### config.mk
export PLATFORM = sky130hd
export DESIGN_NAME = lo_seq_ctrl_flat
export DESIGN_NICKNAME = d
export VERILOG_FILES = /design/src/rtl/lo_seq_ctrl_if.sv /design/src/rtl/lo_seq_ctrl.sv /design/src/flat_wrapper.sv
export SDC_FILE = /design/constraint.sdc
export NUM_CORES = 1
export LEC_CHECK = 0
export CAP_MARGIN = 10
export CORE_MARGIN = 2
export CORE_UTILIZATION = 58
export DETAILED_ROUTE_END_ITERATION = 10
export PLACE_DENSITY = 0.89
export SYNTH_ARGS = -nofsm -noshare
export SYNTH_HDL_FRONTEND = slang
export SYNTH_SLANG_ARGS = --single-unit
### constraint.sdc
create_clock -name clk -period 3.4 [get_ports clk]
set_input_delay 0.34 -clock clk [delete_from_list [all_inputs] [get_ports clk]]
set_output_delay 0.34 -clock clk [all_outputs]
set_load 0.01 [all_outputs]
### src/rtl/lo_seq_ctrl_if.sv
// Configuration handshake and I/Q sample bus of the local-oscillator sequencer.
// The slave modport is the sequencer side; master is the control/mixer side.
interface lo_seq_ctrl_if #(
  parameter int unsigned PHASE_W = 8,
  parameter int unsigned LEN_W   = 8
) ();
  logic               cfg_valid;
  logic               cfg_ready;
  logic [PHASE_W-1:0] cfg_fcw;
  logic [LEN_W-1:0]   cfg_len;
  logic signed [8:0]  lo_i;
  logic signed [8:0]  lo_q;
  logic               lo_valid;

  modport master (
    output cfg_valid, cfg_fcw, cfg_len,
    input  cfg_ready, lo_i, lo_q, lo_valid
  );

  modport slave (
    input  cfg_valid, cfg_fcw, cfg_len,
    output cfg_ready, lo_i, lo_q, lo_valid
  );
endinterface

### src/rtl/lo_seq_ctrl.sv
// Local-oscillator sequencer: phase accumulator plus a time-shared 16-entry sine table,
// sine read in StSin, cosine read in StCos, one registered I/Q pair every two cycles.
module lo_seq_ctrl #(
  parameter int unsigned PHASE_W = 8,
  parameter int unsigned LEN_W   = 8
) (
  input  logic              clk,
  input  logic              rst,
  lo_seq_ctrl_if.slave      bus,
  input  logic              start,
  input  logic              stop,
  output logic              busy,
  output logic              done
);

  typedef enum logic [1:0] {StIdle, StSin, StCos} state_e;

  state_e             state_q, state_d;
  logic [PHASE_W-1:0] phase_q, phase_d;
  logic [PHASE_W-1:0] fcw_q, fcw_d;
  logic [LEN_W-1:0]   len_q, len_d;
  logic [LEN_W-1:0]   rem_q, rem_d;
  logic signed [8:0]  sin_hold_q, sin_hold_d;
  logic signed [8:0]  lo_i_q, lo_i_d;
  logic signed [8:0]  lo_q_q, lo_q_d;
  logic               valid_q, valid_d;
  logic               done_q, done_d;
  logic               stop_seen_q, stop_seen_d;

  logic               cfg_xfer;
  logic               last_pair;
  logic [3:0]         idx;
  logic [3:0]         idx_cos;

  function automatic logic signed [8:0] sine_lut(input logic [3:0] a);
    unique case (a)
      4'd0:  return 9'sd0;
      4'd1:  return 9'sd38;
      4'd2:  return 9'sd71;
      4'd3:  return 9'sd92;
      4'd4:  return 9'sd100;
      4'd5:  return 9'sd92;
      4'd6:  return 9'sd71;
      4'd7:  return 9'sd38;
      4'd8:  return 9'sd0;
      4'd9:  return -9'sd38;
      4'd10: return -9'sd71;
      4'd11: return -9'sd92;
      4'd12: return -9'sd100;
      4'd13: return -9'sd92;
      4'd14: return -9'sd71;
      4'd15: return -9'sd38;
    endcase
  endfunction

  assign idx     = phase_q[PHASE_W-1 -: 4];
  assign idx_cos = idx + 4'd4;

  always_comb begin
    state_d     = state_q;
    phase_d     = phase_q;
    fcw_d       = fcw_q;
    len_d       = len_q;
    rem_d       = rem_q;
    sin_hold_d  = sin_hold_q;
    lo_i_d      = lo_i_q;
    lo_q_d      = lo_q_q;
    valid_d     = 1'b0;
    done_d      = 1'b0;
    stop_seen_d = stop_seen_q;
    last_pair   = 1'b0;
    cfg_xfer    = bus.cfg_valid && (state_q == StIdle);

    if (cfg_xfer) begin
      fcw_d = bus.cfg_fcw;
      len_d = bus.cfg_len;
    end

    unique case (state_q)
      StIdle: begin
        if (start) begin
          state_d     = StSin;
          phase_d     = '0;
          // A config accepted on the start edge already governs this run.
          rem_d       = cfg_xfer ? bus.cfg_len : len_q;
          stop_seen_d = 1'b0;
        end
      end
      StSin: begin
        sin_hold_d = sine_lut(idx);
        if (stop) stop_seen_d = 1'b1;
        state_d = StCos;
      end
      StCos: begin
        lo_i_d  = sine_lut(idx_cos);
        lo_q_d  = sin_hold_q;
        valid_d = 1'b1;
        phase_d = phase_q + fcw_q;
        if (len_q != '0) rem_d = rem_q - LEN_W'(1);
        last_pair = ((len_q != '0) && (rem_q == LEN_W'(1))) || stop || stop_seen_q;
        if (last_pair) begin
          done_d      = 1'b1;
          stop_seen_d = 1'b0;
          state_d     = StIdle;
        end else begin
          state_d = StSin;
        end
      end
      default: state_d = StIdle;
    endcase
  end

  always_ff @(posedge clk) begin
    if (rst) begin
      state_q     <= StIdle;
      phase_q     <= '0;
      fcw_q       <= PHASE_W'(1) << (PHASE_W - 4);
      len_q       <= '0;
      rem_q       <= '0;
      sin_hold_q  <= '0;
      lo_i_q      <= '0;
      lo_q_q      <= '0;
      valid_q     <= 1'b0;
      done_q      <= 1'b0;
      stop_seen_q <= 1'b0;
    end else begin
      state_q     <= state_d;
      phase_q     <= phase_d;
      fcw_q       <= fcw_d;
      len_q       <= len_d;
      rem_q       <= rem_d;
      sin_hold_q  <= sin_hold_d;
      lo_i_q      <= lo_i_d;
      lo_q_q      <= lo_q_d;
      valid_q     <= valid_d;
      done_q      <= done_d;
      stop_seen_q <= stop_seen_d;
    end
  end

  assign bus.cfg_ready = (state_q == StIdle);
  assign bus.lo_i      = lo_i_q;
  assign bus.lo_q      = lo_q_q;
  assign bus.lo_valid  = valid_q;
  assign busy          = (state_q != StIdle);
  assign done          = done_q;

endmodule
### src/flat_wrapper.sv
// flat-port wrapper written by rule: the top's interface ports become plain ports
module lo_seq_ctrl_flat 
#(
  parameter int unsigned PHASE_W = 8,
  parameter int unsigned LEN_W   = 8
)
  (clk, rst, start, stop, busy, done, bus_cfg_valid, bus_cfg_fcw, bus_cfg_len, bus_cfg_ready, bus_lo_i, bus_lo_q, bus_lo_valid);
  lo_seq_ctrl_if #(.PHASE_W(PHASE_W), .LEN_W(LEN_W)) bus_i ();
  input  logic clk;
  input  logic rst;
  input  logic start;
  input  logic stop;
  output logic busy;
  output logic done;
  input wire logic [$bits(bus_i.cfg_valid)-1:0] bus_cfg_valid;
  input wire logic [$bits(bus_i.cfg_fcw)-1:0] bus_cfg_fcw;
  input wire logic [$bits(bus_i.cfg_len)-1:0] bus_cfg_len;
  output wire logic [$bits(bus_i.cfg_ready)-1:0] bus_cfg_ready;
  output wire logic [$bits(bus_i.lo_i)-1:0] bus_lo_i;
  output wire logic [$bits(bus_i.lo_q)-1:0] bus_lo_q;
  output wire logic [$bits(bus_i.lo_valid)-1:0] bus_lo_valid;
  assign bus_i.cfg_valid = bus_cfg_valid;
  assign bus_i.cfg_fcw = bus_cfg_fcw;
  assign bus_i.cfg_len = bus_cfg_len;
  assign bus_cfg_ready = bus_i.cfg_ready;
  assign bus_lo_i = bus_i.lo_i;
  assign bus_lo_q = bus_i.lo_q;
  assign bus_lo_valid = bus_i.lo_valid;
  lo_seq_ctrl #(.PHASE_W(PHASE_W), .LEN_W(LEN_W)) u_core (.clk(clk), .rst(rst), .bus(bus_i), .start(start), .stop(stop), .busy(busy), .done(done));
endmodule
==> results of run 1 <==
cells in the mapped netlist, types with 2 or more instances:
library cell  number
nor3_1             7
buf_4              6
a211oi_1           9
a21o_1             3
clkbuf_1          10
xnor2_1            3
a21oi_1           42
inv_1             12
nor4_4             2
a31oi_1            2
mux2i_1           12
o22ai_1            2
o21ai_0           16
nand2_1           61
a22oi_1            6
ha_1              15
nand3_1            4
nor3b_1            2
buf_6              3
dfxtp_1           58
xor2_1             4
buf_2              7
nor2_1            38
o211ai_1           4
or2b_1             2
through the flow:
step           power (uW)  hold WS, ns  utilization [%]  worst slack, ns  instances
2_1_floorplan         928        0.429                -             1.58        357
3_3_place_gp          987        0.441             66.7             1.31        445
3_5_place_dp          996        0.442             66.7             1.21        445
4_1_cts              1650        0.423             70.7             1.24        461
5_1_grt              1700        0.474             70.7             1.14        461
6_report             1640        0.433             70.7             1.23        461
how the worst min path moves through the flow:
stage / from / endpoint / slack (ns) / cells after the start
6_report: rst / u_core.bus.lo_i[2] / 0.43 / 2
5_1_grt: u_core.bus.lo_q[6] / u_core.bus.lo_q[6] / 0.47 / 2
3_3_place_gp: u_core.sin_hold_q[4] / u_core.bus.lo_q[4] / 0.44 / 2
3_5_place_dp: u_core.sin_hold_q[6] / u_core.bus.lo_q[6] / 0.44 / 2
4_1_cts: rst / u_core.bus.lo_i[2] / 0.42 / 2
2_1_floorplan: u_core.sin_hold_q[5] / u_core.bus.lo_q[5] / 0.43 / 2
placed cells by master, fill, tap and decap left out, types with 4 or more instances in the layout:
| cell | netlist | routed |
|---|---|---|
| a211oi_1 | 9 | 9 |
| a22oi_1 | 6 | 6 |
| o211ai_1 | 4 | 4 |
| nand2_1 | 61 | 61 |
| mux2i_1 | 12 | 12 |
| ha_1 | 15 | 15 |
| clkbuf_8 | 0 | 11 |
| nand3_1 | 4 | 4 |
| nor3_1 | 7 | 7 |
| nor2_1 | 38 | 38 |
| o21ai_0 | 16 | 16 |
| clkdlybuf4s50_1 | 0 | 41 |
| inv_1 | 12 | 12 |
| xor2_1 | 4 | 4 |
| dfxtp_1 | 58 | 58 |
| a21oi_1 | 42 | 42 |
logic make-up after synthesis:
kind of cell	after synthesis	share of synthesized area [%]
compound gates	98	21.1
mux	14	5.14
fa+ha+maj	16	6.93
xor+xnor	7	2.05
buf+inv	38	6.56
simple gates	126	19.4
flops	58	38.8
where the power goes:
group,internal (uW),total [uW],leakage [uW],switching (uW)
Clock,374,653,0.000105,279
Combinational,112,241,0.000790,129
Sequential,712,747,0.000473,35.0
Total,1200,1640,0.00137,443
worst max-delay path: stages, from the launching register on:
cell and delay, ns:
dfxtp_1 0.65, nor2_1 0.21, inv_1 0.09, clkdlybuf4s50_1 0.53
per-layer routing:
metal	track usage, %	up-vias
met1	29.7	1203
met3	6.22	9
met2	39.8	72
met5	0	-
met4	11.1	0
li1	-	1291
state kept, by name (all words and copies together), names as in the netlist:
name,flops
u_core.sin_hold_q,7
u_core.len_q,8
u_core.phase_q,8
u_core.fcw_q,8
u_core.bus.lo_valid,1
u_core.state_q,2
u_core.bus.lo_i,7
u_core.rem_q,8
u_core.done,1
u_core.bus.lo_q,7
u_core.stop_seen_q,1
cell type report:
class	count	area, um2	area share, %
Sequential cell	58	1160	32.6
Clock buffer	11	151	4.25
Timing Repair Buffer	44	430	12.1
Multi-Input combinational cell	261	1640	45.9
Clock inverter	5	52.6	1.47
Inverter	12	45.0	1.26
Tap cell	70	87.6	2.46
==> metrics.md, run 1 <==
| Metric | Value |
|---|---|
| Worst Path Arrival | between 1.5 and 2 ns |
| Antenna-violating nets left | 0 |
| Required @ worst endpoint | approximately 3.1 ns |
| Post-route cell area | about 3600 um2 |
| Wire per inst | 13.9 um |
| Global-route wire length before repair | 10.5 mm |
| Status | finished, final reports clean |
| CTS buffer count | 9 |
| Initial drt markers | roughly 200 |
| GRT Util Overall | 24.2% |
| Die Wd | between 70 and 80 um |
| Post-synthesis net count | between 300 and 400 |
| Area grow syn2layout | 19.0% |
| DP HPWL | 4.34 mm |
| Clk slew on worst S/H paths | 0.07 ns |
| TritonCTS clock tree | done |
| # Max-Cap Violations | 0 |
| Post-synth cell types | 52 |
| Diode count | 0 |
| Synth Cell Area | about 3000 um2 |
| EDFF count, synth | 0 |
| DP Area | between 3000 and 4000 um2 |
| Number of global-route vias before repair | 2,315 |
| Site Rows | 26 |
| FF-to-FF path depth | 7 |
| Setup violation total in the final timing report | 0 |
| Maximum vdd drop | 0.353 mV |
| # IOs | 43 |
| Synth area leaders | dfxtp_1, nand2_1, a21oi_1 |
| Drc violations | 0 |
| FF-to-FF End | u_core.phase_q[6] |
| Clock network latency to the later pin of the worst-skew pair | 0.35 ns |
| Port bufs | 42 |
| Share of flip-flops with an asynchronous set or reset | 0% |
| Post-CTS Resized | 0 |
| WL met2 | 3.15 mm |
| First-pass iteration count of the detailed router | 4 |
| Critical path endpoint category | output port |
| WL met1 | ~2.8 mm |
| Initial core utilization | 59.4% |
| Layout cells sized above 1 | 9.21% |
| Mapped Avg Cell Area | 8.39 um2 |
| Cell count after synthesis | 357 |
| Cell taking the most area after synthesis | dfxtp_1 |
| Die H | 75.9 um |
| GPL Wtd Cong | 0.829 |
| Yosys reg bits | 58 |
| Setup CP Type | flip-flop to output port |
| Tcrit/Tclk final | a little under two thirds |
| RSZ-0062 raised after global routing | no |
| Nature of the critical path startpoint | flip-flop |
| CTS root buf | clkbuf_8 |
| Slew Limit Fails | 0 |
| Core area | around 5000 um2 |
| H-tree levels | 3 |
| Setup bufs post-CTS | 0 |
| Worst slew margin | 55.8% |
| Grt total ovfl | 0 |
| Fillcell total | slightly below 400 |
| Skew final | 0.0108 ns |
| Worst Path Max Fanout | 13 |
| Static leakage | between 0.001 and 0.0015 uW |
| R2r startpoint | u_core.fcw_q[0] |
| Yosys top cell area share | around 39% |
| Largest net degree at the start of global routing | 33 |
| Seq/Total Area, Yosys | between 30% and 40% |
| Worst hold path type | primary input to flip-flop |
| Clock sinks | between 50 and 60 |
| Clock tree buffer depth | 2 |
| R2r setup slk | 1.47 ns |
| Post-CTS Hold Buffers | 0 |
| Power per cell area | 460 nW/um2 |
| Total wire length | around 6.4 mm |
| Critical path origin | u_core.state_q[1] |
| Vias per std cell | about 5.6 |
| NumNets Final | 423 |
| Routed via count | 2,575 |
| Worst slew pin tran | 0.663 ns |
| Fmax | 460 MHz |
| Initial antenna violation count | 0 |
| Top FF cell, synth | dfxtp_1 |
| Die Area | 5760 um2 |
| Setup tns final | 0 ns |
| Final Hold Vio Count | 0 |
| CP endpoint | busy |
| DR top layer | met4 |
| Met3 Wirelength | 311 um |
| Yosys warnings | 0 |
| Tmin final | 2.17 ns |
Power figures use the tool's default switching activity.
==> run 2: changes to the inputs <==
Settings changed: CORE_UTILIZATION 58 to 49, PLACE_DENSITY 0.89 to 0.81.
Clock period 3.4 ns to 1.95 ns, I/O delays scaled along.
==> metrics.md, run 2 (synthesized netlist as in run 1, its figures left out) <==
| Metric | Value |
|---|---|
| Diode count | 0 |
| Nature of the critical path startpoint | flip-flop |
| R2r startpoint | u_core.fcw_q[0] |
| Clk slew on worst S/H paths | around 0.060 ns |
| Skew final | 0.00486 ns |
| # IOs | 43 |
| Most frequent cells in the layout | nand2_1, dfxtp_1, a21oi_1 |
| Largest net degree at the start of global routing | 33 |
| Clock sinks | between 50 and 60 |
| TritonCTS clock tree | done |
| Fmax | 555 MHz |
| Worst Path Arrival | 2.03 ns |
| Final Hold Vio Count | 0 |
| Storage cell area | 1160 um2 |
| Total power | 2970 uW |
| Worst slew pin tran | ~0.52 ns |
| DP Cell Count | 461 |
| RSZ-0062 raised after global routing | no |
| Critical path endpoint category | flip-flop |
| Maximum vdd drop | around 0.53 mV |
| First-pass iteration count of the detailed router | 4 |
| Setup CP Type | flip-flop to flip-flop |
| Initial core utilization | roughly half |
| Die H | 82.2 um |
| Required @ worst endpoint | 2.18 ns |
| Worst slew margin | 64.9% |
| Antenna-violating nets left | 0 |
| Finished Layout Cells | 476 |
| Area of the multi-input gates | 1650 um2 |
| GPL Wtd Cong | approximately 0.84 |
| R2r setup slk | 0.15 ns |
| FF-to-FF path depth | 7 |
| Wire per inst | 13.1 um |
| CP endpoint | u_core.phase_q[6] |
| Worst Path Max Fanout | 2 |
| Slew Limit Fails | 0 |
| Initial antenna violation count | 0 |
| Clock tree buffer depth | 2 |
| WHS | 0.265 ns |
| Fillcell total | a little over 500 |
| Worst hold path type | primary input to flip-flop |
| H-tree levels | 3 |
| Critical path origin | u_core.fcw_q[0] |
| DP HPWL | 4.55 mm |
| FF-to-FF End | u_core.phase_q[6] |
| Initial drt markers | 81 |
| Die Wd | 82.2 um |
| Routed via count | 2,598 |
| Total wire length | around 6.2 mm |
| CTS buffer count | 9 |
| Tmin final | between 1.5 and 2 ns |
| Global-route wire length before repair | 10.3 mm |
| Power per cell area | a little over 800 nW/um2 |
| GRT Util Overall | between 15 and 20% |
| Setup tns final | 0 ns |
| NumNets Final | roughly 430 |
| Die Area | a little under 7000 um2 |
| # Max-Cap Violations | 0 |
| Port bufs | 42 |
| Layout cells sized above 1 | 12.2% |
| Site Rows | 28 |
| Post-CTS Hold Buffers | 0 |
| Status | finished, final reports clean |
| Setup violation total in the final timing report | 0 |
| Clock network latency to the later pin of the worst-skew pair | roughly 0.33 ns |
| Core area | ~6000 um2 |
| Drc violations | 0 |
| Commonest non-fill, non-tap cell in the layout | nand2_1 |
| Number of global-route vias before repair | 2,341 |
| Setup bufs post-CTS | 0 |
| CTS root buf | clkbuf_8 |
| Static leakage | 0.00143 uW |
| Area grow syn2layout | 22.9% |
| Final core utilization | 62.2% |
| Grt total ovfl | 0 |
| Vias per std cell | about 5.5 |
| Tcrit/Tclk final | 92.4% |
-- run 2: cell count changes in the layout (fill, tap and decap cells not counted), moves of 2 or more --
cell	previous run	this run
buf_4	2	13
clkinv_2	3	0
clkbuf_1	0	2
dfxtp_1	58	56
dfxtp_2	0	2
-- run 2: cell type report --
class | instances | area share [%]
clock inverters | 2 | 1.63
inverters | 12 | 1.22
clock buffers | 13 | 4.32
multi-input cells | 261 | 44.8
well taps | 75 | 2.55
repair buffers | 55 | 13.9
flip-flops and latches | 58 | 31.6
-- run 2: timing repair --
action / CTS / global route
pin swaps: 0 / 0
setup endpoints to repair: 2 / 2
resized for setup: 2 / 4
-- run 2: worst min path at each step --
stage / startpoint / endpoint / slack [ns] / cells after the start
floorplan: bus_cfg_fcw[4] / u_core.fcw_q[4] / 0.32 / 2
global placement: u_core.sin_hold_q[6] / u_core.bus.lo_q[6] / 0.44 / 2
detailed placement: u_core.sin_hold_q[5] / u_core.bus.lo_q[5] / 0.45 / 2
CTS: rst / u_core.phase_q[2] / 0.26 / 2
global route: rst / u_core.phase_q[1] / 0.28 / 2
finish: rst / u_core.phase_q[2] / 0.27 / 2
-- run 2: critical path, cell delays in order (launching register included) --
cell and delay [ns]:
dfxtp_1 0.31, ha_1 0.22, fa_2 0.35, a21o_1 0.19
a211oi_2 0.21, o21ai_1 0.10, xor2_1 0.14, a22o_1 0.17
-- run 2: where the power goes --
part / internal [uW] / total (uW) / switching (uW)
registers: 1240 / 1300 / 57.5
logic: 214 / 442 / 227
clock network: 784 / 1230 / 448
-- run 2: stage by stage --
step,worst slack [ns],instance area [um2]
2_1_floorplan,0.132,3000
3_3_place_gp,0.0686,3450
3_5_place_dp,0.0642,3450
4_1_cts,0.0504,3670
5_1_grt,0.0194,3680
6_report,0.149,3680
-- run 2: metal layers --
layer	share of wire (%)	track usage (%)	vias to the layer above
met5	0	0	-
met4	2.1	8.50	0
met3	5.8	6.30	14
met2	49	33.6	82
met1	43	23.0	1187
li1	-	-	1315
